===== src/rtl/uart_reg_pkg.sv =====
// Shared command/response byte codes and FSM state type for the UART register bridge.
package uart_reg_pkg;

  localparam logic [7:0] CMD_WR  = 8'h57;  // 'W'
  localparam logic [7:0] CMD_RD  = 8'h52;  // 'R'
  localparam logic [7:0] RSP_OK  = 8'h4B;  // 'K'
  localparam logic [7:0] RSP_ERR = 8'h45;  // 'E'

  typedef enum logic [2:0] {
    ST_IDLE,
    ST_GET_ADDR,
    ST_GET_DATA,
    ST_RD_ISSUE,
    ST_RD_CAP,
    ST_RESP,
    ST_RESP_GAP
  } state_e;

endpackage


===== src/rtl/uart_reg_timeout.sv =====
// Inter-byte timeout counter: cleared on demand, counts while enabled, flags the
// cycle on which the count would reach TIMEOUT_CYC-1.
module uart_reg_timeout #(
  parameter int unsigned TIMEOUT_CYC = 100000
) (
  input  logic clk,
  input  logic rst,
  input  logic clr_i,
  input  logic en_i,
  output logic expire_o
);

  localparam int unsigned W = $clog2(TIMEOUT_CYC);
  localparam logic [W-1:0] LAST = W'(TIMEOUT_CYC - 2);

  logic [W-1:0] cnt_q, cnt_d;

  always_comb begin
    cnt_d = cnt_q;
    if (clr_i) begin
      cnt_d = '0;
    end else if (en_i) begin
      cnt_d = cnt_q + 1'b1;
    end
  end

  always_ff @(posedge clk or posedge rst) begin
    if (rst) begin
      cnt_q <= '0;
    end else begin
      cnt_q <= cnt_d;
    end
  end

  // Expire is independent of clr_i so a coincident byte cannot mask the timeout.
  assign expire_o = en_i && (cnt_q == LAST);

endmodule


===== src/rtl/uart_reg_bridge.sv =====
// Decodes 'W' addr data / 'R' addr frames from the UART byte stream into register bus
// strobes and returns one response byte per frame through the UART write port.
module uart_reg_bridge #(
  parameter int unsigned TIMEOUT_CYC = 100000
) (
  input  logic       clk,
  input  logic       rst,
  input  logic       rx_valid,
  input  logic [7:0] rx_data,
  input  logic       tx_busy,
  output logic       tx_wr_en,
  output logic [7:0] tx_wr_data,
  output logic       reg_wr,
  output logic       reg_rd,
  output logic [7:0] reg_addr,
  output logic [7:0] reg_wdata,
  input  logic [7:0] reg_rdata,
  output logic       frame_timeout,
  output logic       rx_drop
);

  import uart_reg_pkg::*;

  state_e     state_q, state_d;
  logic       is_rd_q, is_rd_d;
  logic [7:0] addr_q, addr_d, wdata_q, wdata_d, tx_data_q, tx_data_d;
  logic       reg_wr_q, reg_wr_d, reg_rd_q, reg_rd_d, tx_en_q, tx_en_d;
  logic       tmo_q, tmo_d, drop_q, drop_d;
  logic       tmo_clr, tmo_en, tmo_expire;

  uart_reg_timeout #(.TIMEOUT_CYC(TIMEOUT_CYC)) u_timeout (
    .clk      (clk),
    .rst      (rst),
    .clr_i    (tmo_clr),
    .en_i     (tmo_en),
    .expire_o (tmo_expire)
  );

  always_comb begin
    state_d   = state_q;
    is_rd_d   = is_rd_q;
    addr_d    = addr_q;
    wdata_d   = wdata_q;
    tx_data_d = tx_data_q;
    reg_wr_d  = 1'b0;
    reg_rd_d  = 1'b0;
    tx_en_d   = 1'b0;
    tmo_d     = 1'b0;
    drop_d    = 1'b0;
    tmo_clr   = 1'b0;
    tmo_en    = 1'b0;
    unique case (state_q)
      ST_IDLE: begin
        if (rx_valid) begin
          if (rx_data == CMD_WR || rx_data == CMD_RD) begin
            is_rd_d = (rx_data == CMD_RD);
            tmo_clr = 1'b1;
            state_d = ST_GET_ADDR;
          end else begin
            tx_data_d = RSP_ERR;
            state_d   = ST_RESP;
          end
        end
      end
      ST_GET_ADDR, ST_GET_DATA: begin
        tmo_en = 1'b1;
        if (tmo_expire) begin
          tmo_d   = 1'b1;
          drop_d  = rx_valid;
          state_d = ST_IDLE;
        end else if (rx_valid) begin
          tmo_clr = 1'b1;
          if (state_q == ST_GET_ADDR) begin
            addr_d = rx_data;
            if (is_rd_q) begin
              reg_rd_d = 1'b1;
              state_d  = ST_RD_ISSUE;
            end else begin
              state_d  = ST_GET_DATA;
            end
          end else begin
            wdata_d   = rx_data;
            reg_wr_d  = 1'b1;
            tx_data_d = RSP_OK;
            state_d   = ST_RESP;
          end
        end
      end
      ST_RD_ISSUE: begin
        drop_d  = rx_valid;
        state_d = ST_RD_CAP;
      end
      // Capture and launch share this cycle so the response leaves at c+3 after the addr byte.
      ST_RD_CAP, ST_RESP: begin
        drop_d = rx_valid;
        if (state_q == ST_RD_CAP) begin
          tx_data_d = reg_rdata;
        end
        if (!tx_busy) begin
          tx_en_d = 1'b1;
          state_d = ST_RESP_GAP;
        end else begin
          state_d = ST_RESP;
        end
      end
      ST_RESP_GAP: begin
        drop_d  = rx_valid;
        state_d = ST_IDLE;
      end
      default: state_d = ST_IDLE;
    endcase
  end

  always_ff @(posedge clk or posedge rst) begin
    if (rst) begin
      state_q   <= ST_IDLE;
      is_rd_q   <= 1'b0;
      addr_q    <= '0;
      wdata_q   <= '0;
      tx_data_q <= '0;
      reg_wr_q  <= 1'b0;
      reg_rd_q  <= 1'b0;
      tx_en_q   <= 1'b0;
      tmo_q     <= 1'b0;
      drop_q    <= 1'b0;
    end else begin
      state_q   <= state_d;
      is_rd_q   <= is_rd_d;
      addr_q    <= addr_d;
      wdata_q   <= wdata_d;
      tx_data_q <= tx_data_d;
      reg_wr_q  <= reg_wr_d;
      reg_rd_q  <= reg_rd_d;
      tx_en_q   <= tx_en_d;
      tmo_q     <= tmo_d;
      drop_q    <= drop_d;
    end
  end

  assign tx_wr_en      = tx_en_q;
  assign tx_wr_data    = tx_data_q;
  assign reg_wr        = reg_wr_q;
  assign reg_rd        = reg_rd_q;
  assign reg_addr      = addr_q;
  assign reg_wdata     = wdata_q;
  assign frame_timeout = tmo_q;
  assign rx_drop       = drop_q;

endmodule


===== config.mk =====
export PLATFORM = sky130hd
export DESIGN_NAME = uart_reg_bridge
export DESIGN_NICKNAME = d
export VERILOG_FILES = /design/src/rtl/uart_reg_pkg.sv /design/src/rtl/uart_reg_timeout.sv /design/src/rtl/uart_reg_bridge.sv
export SDC_FILE = /design/constraint.sdc
export NUM_CORES = 1
export LEC_CHECK = 0
export ABC_AREA = 0
export CAP_MARGIN = 30
export CELL_PAD_IN_SITES_DETAIL_PLACEMENT = 1
export CELL_PAD_IN_SITES_GLOBAL_PLACEMENT = 1
export CORE_AREA = 4 4 103 105
export DETAILED_ROUTE_END_ITERATION = 7
export DIE_AREA = 0 0 107 109
export PLACE_DENSITY = 0.55
export SETUP_SLACK_MARGIN = 0.1
export SLEW_MARGIN = 10
export SYNTH_ARGS = -nofsm -noshare
export SYNTH_HDL_FRONTEND = slang
export SYNTH_SLANG_ARGS = --single-unit
export TNS_END_PERCENT = 1

===== constraint.sdc =====
create_clock -name clk -period 2 [get_ports clk]
set_input_delay 0.3 -clock clk [delete_from_list [all_inputs] [get_ports clk]]
set_output_delay 0.3 -clock clk [all_outputs]
set_load 0.005 [all_outputs]

-- After elaboration in Yosys (flattened, before gate mapping)
Cells that the tools add are included.
- $add $sub $neg: 1
- eq/ne operators: 16
- muxes and demuxes: 38
- bitwise operators: 2
- reduce and logical (&&, ||, !) cells: 13
- operator list (cell ; count):
    $mux W8 ; 6
    $mux W17 ; 2
    $pmux W8 S3 ; 1
    $mux W1 ; 20
    $add A17 B1 Y17 const B ; 1
    $eq A17 B17 Y1 const B ; 1
    $eq A8 B7 Y1 const B ; 2
    $mux W3 ; 5
    $ne A2 B2 Y1 const B ; 6
    $pmux W3 S4 ; 1
    $eq A3 B3 Y1 const B ; 3
    $reduce_and A4 Y1 ; 2
    $reduce_and A7 Y1 ; 1
    $eq A3 B2 Y1 const B ; 2
    $pmux W1 S2 ; 2
    $reduce_or A2 Y1 ; 2
    $reduce_or A4 Y1 ; 1
    $eq A3 B1 Y1 const B ; 1
    $logic_not A3 Y1 ; 1
    $ne A3 B3 Y1 const B ; 1
    $reduce_and A3 Y1 ; 1
    $reduce_bool A3 Y1 ; 1
    $mux W2 ; 1
    $not A1 Y1 ; 2
    other kinds (4) ; 4
- register bits: 50
- input port bits: 20
- output and inout port bits: 29
- logic and storage cells: 81

-- Longest topological paths before layout
Gate-level depths: netlist of the first run.
- depth after elaboration: 7
- gate-level depth with buffers: 8
- mapped depth without buffers: 7

-- Hierarchy
A second synthesis of the first run with hierarchy kept.
- cells, all modules: 224
- area total of the unflattened synthesis: 2476.1 µm²
- modules (own cells, without submodules) (module ; times used ; cells each ; area an instance (µm²) ; seq. area each (µm²)):
    uart_reg_bridge ; 1 ; 127 ; 1566.5 ; 825.8
    uart_reg_timeout ; 1 ; 97 ; 909.6 ; 425.4

-- Least setup slack after synthesis of the first run
No wires, ideal clock.
- kind: register -> register
- start: register u_timeout.cnt_q[6]
- end: register addr_q[0] (netlist: reg_addr[0])
- library setup time: 0.127 ns
- data arrival time: 2.063 ns
- required time: 1.873 ns
- setup slack: -0.190 ns
- cell stages (with the launch flop): 6
- buffers on the path: 1
- period minus slack after synthesis: 2.190 ns
- path through: dfrtp_1 -> or4b_4 -> nor4_4 -> nand3b_1 -> buf_6 -> mux2_1
- word-level cells in the longest chain between the ends: 4
- RTL lines (item ; line ; text):
    start: declaration ; uart_reg_timeout.sv:16 ; logic [W-1:0] cnt_q, cnt_d;
    start signal: assignment ; uart_reg_timeout.sv:31 ; cnt_q <= cnt_d;
    $eq A17 B17 Y1 ; uart_reg_timeout.sv:36 ; assign expire_o = en_i && (cnt_q == LAST);
    $logic_and A1 B1 Y1 ; uart_reg_timeout.sv:36 ;
    $not A1 Y1 (no line) ; n/a ;
    $reduce_and A4 Y1 (no line) ; n/a ;
    end signal: assignment ; uart_reg_bridge.sv:129 ; addr_q <= addr_d;
    end: declaration ; uart_reg_bridge.sv:26 ; logic [7:0] addr_q, addr_d, wdata_q, wdata_d, tx_data_q, tx_data_d;
Every way passes these cells.
A chain may end at the register's enable or synchronous reset.

-- Worst setup path in the final report of the first run
- start: register u_timeout.cnt_q[11]
- end: register addr_q[6] (netlist: reg_addr[6])
Same word-level chain as after synthesis.

==> impl_metrics.json, run 1 <==
{
  "powerDensity_nw_per_um2": 1217,
  "tritoncts": "built",
  "synth_top_area_cell": "dfrtp_1",
  "cts_root_buf": "clkbuf_8",
  "yosys-top-cells-area": "dfrtp_1 (53%), xor2_1 (4.8%), mux2_1 (3.3%)",
  "drv_slew": 0,
  "ys_seq_area_share_pct": 52.85,
  "dr.first_iter.drc_count": 19,
  "wl_um": 6288,
  "num_vias": 1891,
  "synth_nets": 230,
  "final_util_pct": 36.20,
  "vdd_drop_max_mv": 0.4250,
  "ys.flop_type": "dfrtp_1",
  "min_path_type": "in -> async",
  "crit_type": "reg -> reg",
  "fin_crit_sh_pct": 105.9,
  "async_flop_share_pct": 100.0,
  "final_common_cell": "dfrtp_1",
  "status": "finished, violations left",
  "max_slew_margin_pct": 66.03,
  "power_switching_mw": 1.391,
  "numCtsBuffers": 5,
  "netlist_instances": 208,
  "route.detailed.drc": 0,
  "ant_nets": 0,
  "combinationalPowerShare_pct": 43.9,
  "rsz0062_at_grt": "yes",
  "internal_power_mw": 2.857,
  "endpoint_kind": "flip-flop",
  "syn_avg_cell_area_sq_um": 11.38,
  "violations": "negative setup slack",
  "syn_area_sq_um": 2367,
  "synth_edf_count": 0,
  "synth_seq_cells": 50,
  "initial_core_util_pct": 24.56,
  "nets": 317,
  "finalNonFillerCells": 429,
  "place_area_sq_um": 3312,
  "htreeDepth": 2,
  "placedCellCount": 420,
  "numPortBuffers": 48,
  "vias_per_cell": 4.408,
  "yosysWarningCount": 0,
  "wl_per_cell_um": 14.66,
  "clock_power_share_pct": 17.8,
  "cts_num_sinks": 50,
  "syn2layout_area_growth_pct": 47.41,
  "clockBufferDepth": 2,
  "track_usage_pct": 11.45,
  "leakage_nw": 1.548,
  "place_congestion": 0.7233,
  "finalSetupViolCount": 26,
  "period_minus_slack_ps": 2118,
  "pre_cts_ws_ps": -259.9,
  "cp.required_ps": 2200,
  "grt_pass1_wl_um": 10630,
  "cap_violations": 0,
  "placementRows": 36,
  "fin_worst_skew_ps": 9.749,
  "grt_pass1_vias": 2082,
  "critPathMaxFanout": 8,
  "p_seq_share_pct": 38.2,
  "setup_tns_ps": -1890,
  "synth_top_area_share_pct": 52.85,
  "finalHoldViolations": 0,
  "ios": 49,
  "fmax_mhz": 472.1,
  "grt_overflow": 0,
  "coreArea_sq_um": 9639,
  "swShare_pct": 32.75,
  "drtPass1Iterations": 4,
  "path_clk_slew_ps": 100,
  "drive_gt1_share_pct": 28.72,
  "synth.distinct_cells": 45,
  "die_h_um": 109,
  "critPathArrivalTime_ps": 2320,
  "cp-start-kind": "flip-flop",
  "grt_max_degree": 25,
  "final_cell_mix": "dfrtp_1 (50), clkdlybuf4s50_1 (48), buf_4 (36)",
  "fin_total_pwr_mw": 4.249,
  "dpl.hpwl_um": 4594,
  "die_area_sq_um": 11660,
  "layout_setup_ws_ps": -118.1,
  "worst_pin_slew_ps": 507.7,
  "clkLatencyLatePin_ps": 310,
  "antenna_found_initial": 0,
  "holdWs_ps": 302.2,
  "die_w_um": 107,
  "postLayoutCellArea_sq_um": 3490,
  "antenna_cells": 0
}
[layout make-up]
cell class                 instances  area [sq um]
fill                            1094          6150
sequential                        50          1251
multi-input combinational        143          1091
timing repair buffer              89         842.1
tap                              133         166.4
clock buffer                       5         68.82
clock inverter                     3         47.55
inverter                           6         22.52
[kinds of logic after synthesis]
| logic type | after synthesis | synth area share [%] |
|---|---|---|
| buf+inv | 15 | 3.330 |
| compound gates | 30 | 9.462 |
| xor+xnor | 17 | 6.290 |
| fa+ha+maj | 3 | 1.480 |
| flops | 50 | 52.85 |
| simple gates | 78 | 19.50 |
| mux | 15 | 7.083 |
[cells in the mapped netlist, types with 2 or more instances]
library cell,number
nor4bb_1,2
nand4b_1,2
nor2_2,10
nand3_1,5
o32ai_1,2
a22o_1,3
a21oi_1,6
nor2b_1,6
nand4_1,7
nand2_1,10
o32a_1,2
dfrtp_1,50
buf_6,3
mux2_1,7
inv_1,6
and3_1,4
nand3b_1,2
ha_1,2
nor2_1,18
xor2_1,13
nor3_1,2
clkbuf_1,6
xnor2_1,4
mux2_2,7
nand2b_1,2
o21ai_0,8
[timing repair]
action,CTS,global route
pin swaps,9,5
hold buffers,0,0
gates resized for setup,4,11
setup endpoints to repair,42,44
setup buffers,1,0
[layer usage]
layer / track usage, % / wire length [um] / vias up
met3: 2.191 / 187 / 8
li1: - / - / 905
met5: 0 / 0 / -
met2: 18.84 / 3065 / 34
met4: 3.196 / 85 / 0
met1: 15.42 / 2950 / 944
[sequential cells by signal (all words and copies together) (netlist names)]
name and count:
frame_timeout 1, reg_rd 1, state_q 3, tx_wr_en 1, reg_wr 1, reg_addr 8, u_timeout.cnt_q 17, tx_wr_data 8
rx_drop 1, reg_wdata 8, is_rd_q 1
[worst paths after layout]
check	from	to	slack, ps	cells after the start
worst min-delay path	rst	reg_wdata[3]$_DFFE_PP0P_	300	2
worst max register to register	u_timeout.cnt_q[11]$_DFFE_PP0P_	reg_addr[6]$_DFFE_PP0P_	-120	5
worst max-delay path	u_timeout.cnt_q[11]$_DFFE_PP0P_	reg_addr[6]$_DFFE_PP0P_	-120	5
max in group asynchronous	rst	reg_addr[0]$_DFFE_PP0P_	1210	3
worst min register to register	reg_wdata[2]$_DFFE_PP0P_	reg_wdata[2]$_DFFE_PP0P_	500	2
min in group clk	reg_wdata[2]$_DFFE_PP0P_	reg_wdata[2]$_DFFE_PP0P_	500	2
[critical path, stage by stage, from the launching register on]
cell	delay (ps)
dfrtp_1	400
or4b_4	560
nor4_4	320
nand3b_1	270
buf_12	180
mux2_4	300
[power groups by stage]
stage	Clock [mW]	Combinational, mW	Sequential (mW)
6_report	0.758	1.87	1.62
5_1_grt	0.832	2.05	1.68
4_1_cts	0.797	1.80	1.63
3_5_place_dp	0	1.78	1.64
3_3_place_gp	0	1.75	1.64
2_1_floorplan	0	0.829	1.57
Power figures use the tool's default switching activity.
==> run 2: changes to the inputs <==
--- a/config.mk
+++ b/config.mk
@@ -10,6 +10,7 @@
 export CELL_PAD_IN_SITES_DETAIL_PLACEMENT = 1
 export CELL_PAD_IN_SITES_GLOBAL_PLACEMENT = 1
 export CORE_AREA = 4 4 103 105
+export CTS_CLUSTER_SIZE = 24
 export DETAILED_ROUTE_END_ITERATION = 7
 export DIE_AREA = 0 0 107 109
 export PLACE_DENSITY = 0.55
==> results of run 2 <==
No change in the layout: final DEF, timing and power equal those of run 1.
==> edit 1 (settings of run 1) <==
Make the reset (`rst`) synchronous in 2 clocked blocks.
--- a/src/rtl/uart_reg_timeout.sv
+++ b/src/rtl/uart_reg_timeout.sv
@@ -26,3 +26,3 @@
 
-  always_ff @(posedge clk or posedge rst) begin
+  always_ff @(posedge clk) begin
     if (rst) begin
--- a/src/rtl/uart_reg_bridge.sv
+++ b/src/rtl/uart_reg_bridge.sv
@@ -113,3 +113,3 @@
 
-  always_ff @(posedge clk or posedge rst) begin
+  always_ff @(posedge clk) begin
     if (rst) begin
Function: differs if rst is asserted again (counterexample within 4 cycles, from zero or initial values and one cycle with rst high); with rst held inactive, the same outputs for 10 cycles.
==> edit 1 against run 1 <==
- the flow still finishes with violations (negative setup slack)
- first-iteration DRC count rose to 3.5 times the old value
- clock power down 2%
- worst setup slack better by 0.11 ns
- synthesized area down 6.9%
- design area down 5.8%
- total power down 22%
- sequential cell count unchanged
- count of clock-buffer cells in the layout unchanged
- routed wire length down 1.5%
- global-route usage down 0.47 points
==> edit 1: results (changes against run 1) <==
synth:
  syn_inst: 248  # +19%
  synthTopCellsByCount: "dfxtp_1, nor2_1, mux2i_1"
  yosys_warnings: 0  # unchanged
  yosys_most_used_dff: "dfxtp_1"
  ys_seq_area_share_pct: 45.4  # -7.4 points
  synth_nets: 270  # +17%
  synth_cell_type_count: 44  # -2.2%
  yosys-top-cells-area: "dfxtp_1, nor2_1, mux2i_1, xor2_1, a21oi_1"
  synthArstFlopShare_pct: 0  # -100 points
placement:
  placed_cells: 453  # +7.9%
  hpwl_um: 4670  # +1.6%
  portBuffers: 48  # unchanged
  place_congestion: 0.721  # -0.36%
  dpl_cell_area_mm2: 0.00311  # -6.0%
  pre_cts_ws_ns: -0.151  # +0.108 ns
detailed_routing:
  wl_per_cell_um: 13.4  # -8.4%
  drtIter0Drc: 67  # +48
  drt-total-wl_um: 6190  # -1.5%
  dr.pass1.iters: 4  # unchanged
  route.vias.total: 2060  # +8.9%
clock_network:
  holdBufCountCts: 0  # unchanged
  cts_made_buffers: 5  # unchanged
  clkTransAtPathRegs_ns: 0.10  # about the same
  cts.htree.levels: 2  # unchanged
  clockBufferDepth: 2  # unchanged
  clock_latency_ns: 0.31  # about the same
  cts_root_buf: "clkbuf_8"
worst_setup_path:
  arrival_ns: 2.25  # -0.07 ns
  slowest_stage: "or4_4"
  cpPeakStageDelay_ns: 0.62  # +0.06 ns
  cp_top_family: "simple AND/OR/NAND/NOR gates"
  cp_max_fo: 4  # -4
timing:
  maxSlewHeadroom_pct: 71.9  # +5.9 points
  setup_viol: 1  # -96%
  finalClockSkew_ns: 0.0200  # +0.0103 ns
  fin_ws_ns: -0.0111  # +0.107 ns
  tns_ns: -0.0111  # +1.88 ns
layout:
  drive_gt1_share_pct: 20.4  # -8.3 points
  final_util_pct: 34.1  # -2.1 points
  largest_reg_flops: 17  # unchanged
  nFillCells: 1152  # +5.3%
  n_antenna_cell: 0  # unchanged
  fin_nets: 349  # +10%
  top_register: "u_timeout.cnt_q"
global_routing:
  grt_pass1_wl_um: 10400  # -2.4%
  grt_use_met3_pct: 2.55  # +0.36 points
  grt_use_met1_pct: 15.2  # -0.20 points
  grt_max_degree: 28  # +12%
  use_met2_pct: 17.1  # -1.7 points
  grt_antenna_before_repair: 0  # unchanged
  track_usage_pct: 11.0  # -0.47 points
power_and_ir_drop:
  peakVddDrop_v: 0.000299  # -30%
  leakage_nw: 1.29  # -17%
status:
  violations: "negative setup slack"
  status: "finished, violations left"
hold_path:
  hold_path.class: "flip-flop to flip-flop"
==> edit 1: area by class of cell <==
cell class,instances,area share [%]
tap,133,5.06
multi-input combinational,178,36.1
timing repair buffer,85,24.0
inverter,7,0.800
clock inverter,3,1.45
clock buffer,5,2.09
sequential,50,30.5
==> edit 1: routing by layer <==
metal  routed length [µm]  part of all wire (%)  vias up
li1                     -                     -     1015
met1                 3050                    49     1006
met2                 2840                    46       33
met3                  227                   3.7        6
met4                   71                   1.1        0
met5                    0                     0        -
==> edit 1: cells by family (layout without fill, tap and decap cells) <==
family / after synthesis / after routing / synth area share [%]
muxes: 16 / 16 / 7.27
adders and majority gates: 3 / 3 / 1.59
buffers and inverters: 20 / 100 / 4.09
xor gates and xnor gates: 18 / 18 / 7.15
AOI/OAI and AO/OA: 29 / 29 / 8.63
and+or+nand+nor: 112 / 112 / 25.8
DFF: 50 / 50 / 45.4
==> edit 1: power breakdown <==
part / switching, mW / leakage, nW / internal (mW)
Sequential: 0.117 / 0.407 / 1.14
Clock: 0.360 / 0.0587 / 0.380
Combinational: 0.654 / 0.824 / 0.682
Total: 1.13 / 1.29 / 2.20
==> edit 1: worst paths after layout <==
kind	cells after the start	from	endpoint	slack, ns
worst max register to register	4	u_timeout.cnt_q[5]	rx_drop	-0.01
worst min register to register	2	tx_wr_data[7]	tx_wr_data[7]	0.47
worst min-delay path	2	tx_wr_data[7]	tx_wr_data[7]	0.47
worst max-delay path	4	u_timeout.cnt_q[5]	rx_drop	-0.01
==> edit 1: tightest hold or removal path: cells and delay by family (launching register included) <==
kind,cells,cell delay (ns)
flops,1,0.33
simple gates,1,0.05
compound gates,1,0.05
==> edit 1: what timing repair did <==
item | 4_1_cts | 5_1_grt
setup endpoints to repair | 44 | 45
buffers inserted | 0 | 0
pin swaps | 6 | 6
resized for setup | 9 | 8
==> edit 2 (settings of run 1) <==
Without the edit above. `TIMEOUT_CYC` is set to 100000 in 2 places; all go to 400000.
--- a/src/rtl/uart_reg_timeout.sv
+++ b/src/rtl/uart_reg_timeout.sv
@@ -3,3 +3,3 @@
 module uart_reg_timeout #(
-  parameter int unsigned TIMEOUT_CYC = 100000
+  parameter int unsigned TIMEOUT_CYC = 400000
 ) (
--- a/src/rtl/uart_reg_bridge.sv
+++ b/src/rtl/uart_reg_bridge.sv
@@ -3,3 +3,3 @@
 module uart_reg_bridge #(
-  parameter int unsigned TIMEOUT_CYC = 100000
+  parameter int unsigned TIMEOUT_CYC = 400000
 ) (
Function: same outputs for any inputs over 4 cycles, from zero or initial values and one cycle with rst high; that may be too few to reach the edited logic, so the function may still have changed.
==> edit 2 against run 1 <==
- the run still ends with negative setup slack left
- total power is 3.7% higher
- global-route usage increased by 1.6 points
- sequential share of layout area down 1.5 points
- routed wire length rose by 15%
- synthesized cell count increased by 20%
- critical path depth up 4
- design area up 8.5%
- worst setup slack lost 0.10 ns
- synthesized area grew 10%
- sequential cell count up 2
==> edit 2: results (changes against run 1) <==
global_routing:
  track_usage_pct: 13.1  # +1.6 points
  grt_use_met1_pct: 17.8  # +2.4 points
  use_met2_pct: 21.1  # +2.3 points
  grt_max_degree: 43  # +72%
  grt_antenna_before_repair: 0  # unchanged
  grt_use_met3_pct: 2.13  # -0.059 points
  grt_pass1_vias: 2357  # +13%
  grt_pass1_wl_um: 12000  # +13%
timing:
  tns_ns: -5.85  # -3.96 ns
  tightest_slew_ns: 0.333  # -0.175 ns
  finalClockSkew_ns: 0.00993  # +0.000184 ns
  setup_viol: 41  # +58%
  fin_ws_ns: -0.219  # -0.101 ns
  whs_ns: 0.236  # -0.0665 ns
detailed_routing:
  wl_per_cell_um: 15.2  # +3.4%
  route.vias.total: 2218  # +17%
  drtIter0Drc: 76  # +57
layout:
  fin_nets: 366  # +15%
  stdcell_count: 478  # +11%
  nFillCells: 1114  # +1.8%
  largest_reg_flops: 19  # +2
  n_antenna_cell: 0  # unchanged
worst_setup_path:
  cpPeakStageDelay_ns: 0.40  # -0.16 ns
  critPathLaunch: "u_timeout.cnt_q[0]"
  slowest_stage: "dfrtp_1"
  arrival_ns: 2.41  # +0.09 ns
  cp_top_family: "simple AND/OR/NAND/NOR gates"
synth:
  yosys_warnings: 0  # unchanged
  synth_compound_area_share_pct: 13.1  # +3.7 points
  synth_nets: 272  # +18%
  synthXorXnorAreaFrac_pct: 6.37  # +0.080 points
  synth_mux_area_share_pct: 6.47  # -0.62 points
  synth-adder-area-share_pct: 1.34  # -0.14 points
  synth_top_area_share_pct: 49.8  # -3.0 points
  synthTopCellsByCount: "dfrtp_1, nor2_1, nand2_1"
  syn_inst: 250  # +20%
  yosys-top-cells-area: "dfrtp_1, mux2_2, xnor2_1, nor2_1, nand4_1"
  ys_seq_area_share_pct: 49.8  # -3.0 points
  synth_cell_type_count: 50  # +11%
placement:
  pre_cts_ws_ns: -0.267  # -0.00721 ns
  dpl_cell_area_mm2: 0.00361  # +9.1%
  placed_cells: 469  # +12%
  place_congestion: 0.784  # +8.4%
  hpwl_um: 5520  # +20%
status:
  violations: "negative setup slack"
  status: "finished, violations left"
power_and_ir_drop:
  p_per_area_mw_per_mm2: 1160  # -4.5%
  leakage_nw: 1.59  # +2.5%
  peakVddDrop_v: 0.000459  # +8.0%
-- edit 2: per-layer routing --
layer / up-vias / share of wire, %
met3: 5 / 2.4
met4: 0 / 1.2
met5: - / 0
li1: 1077 / -
met1: 1109 / 47
met2: 27 / 49
-- edit 2: report_power, final --
group | internal [mW] | switching [mW]
sequential | 1.37 | 0.223
clock | 0.371 | 0.359
combinational | 1.18 | 0.901
-- edit 2: cells by family after synthesis --
group | after synthesis
flip-flops | 52
buffers and inverters | 18
multiplexers | 15
XOR/XNOR | 19
AO/OA/AOI/OAI | 46
adder cells (fa/ha/maj) | 3
AND/OR/NAND/NOR | 97
-- edit 2: how the worst max path moves through the flow --
stage,end,slack (ns),cells past startpoint
global route,reg_addr[4],-0.34,9
global placement,reg_wdata[5],-0.19,5
CTS,reg_wdata[6],-0.20,5
floorplan,reg_wdata[0],-0.23,5
finish,reg_addr[6],-0.22,9
detailed placement,reg_addr[5],-0.27,9
-- edit 2: worst register-to-register path, delay by kind of cell, from the launching register on --
kind,cells,cell delay (ns)
adders and majority gates,1,0.14
and+or+nand+nor,4,0.82
muxes,1,0.34
buffers and inverters,3,0.40
DFF,1,0.40
-- edit 2: area by class of cell --
class	instances	share of cell area, %
multi-input combinational	180	33.8
clock buffer	5	1.82
tap	133	4.39
timing repair buffer	96	23.6
inverter	9	0.892
sequential	52	34.4
clock inverter	3	1.12
-- edit 2: repair_timing --
action | in CTS | in global routing
resized for setup | 7 | 14
endpoints found under the setup margin | 49 | 51
setup buffers | 1 | 0
pin swaps | 10 | 2
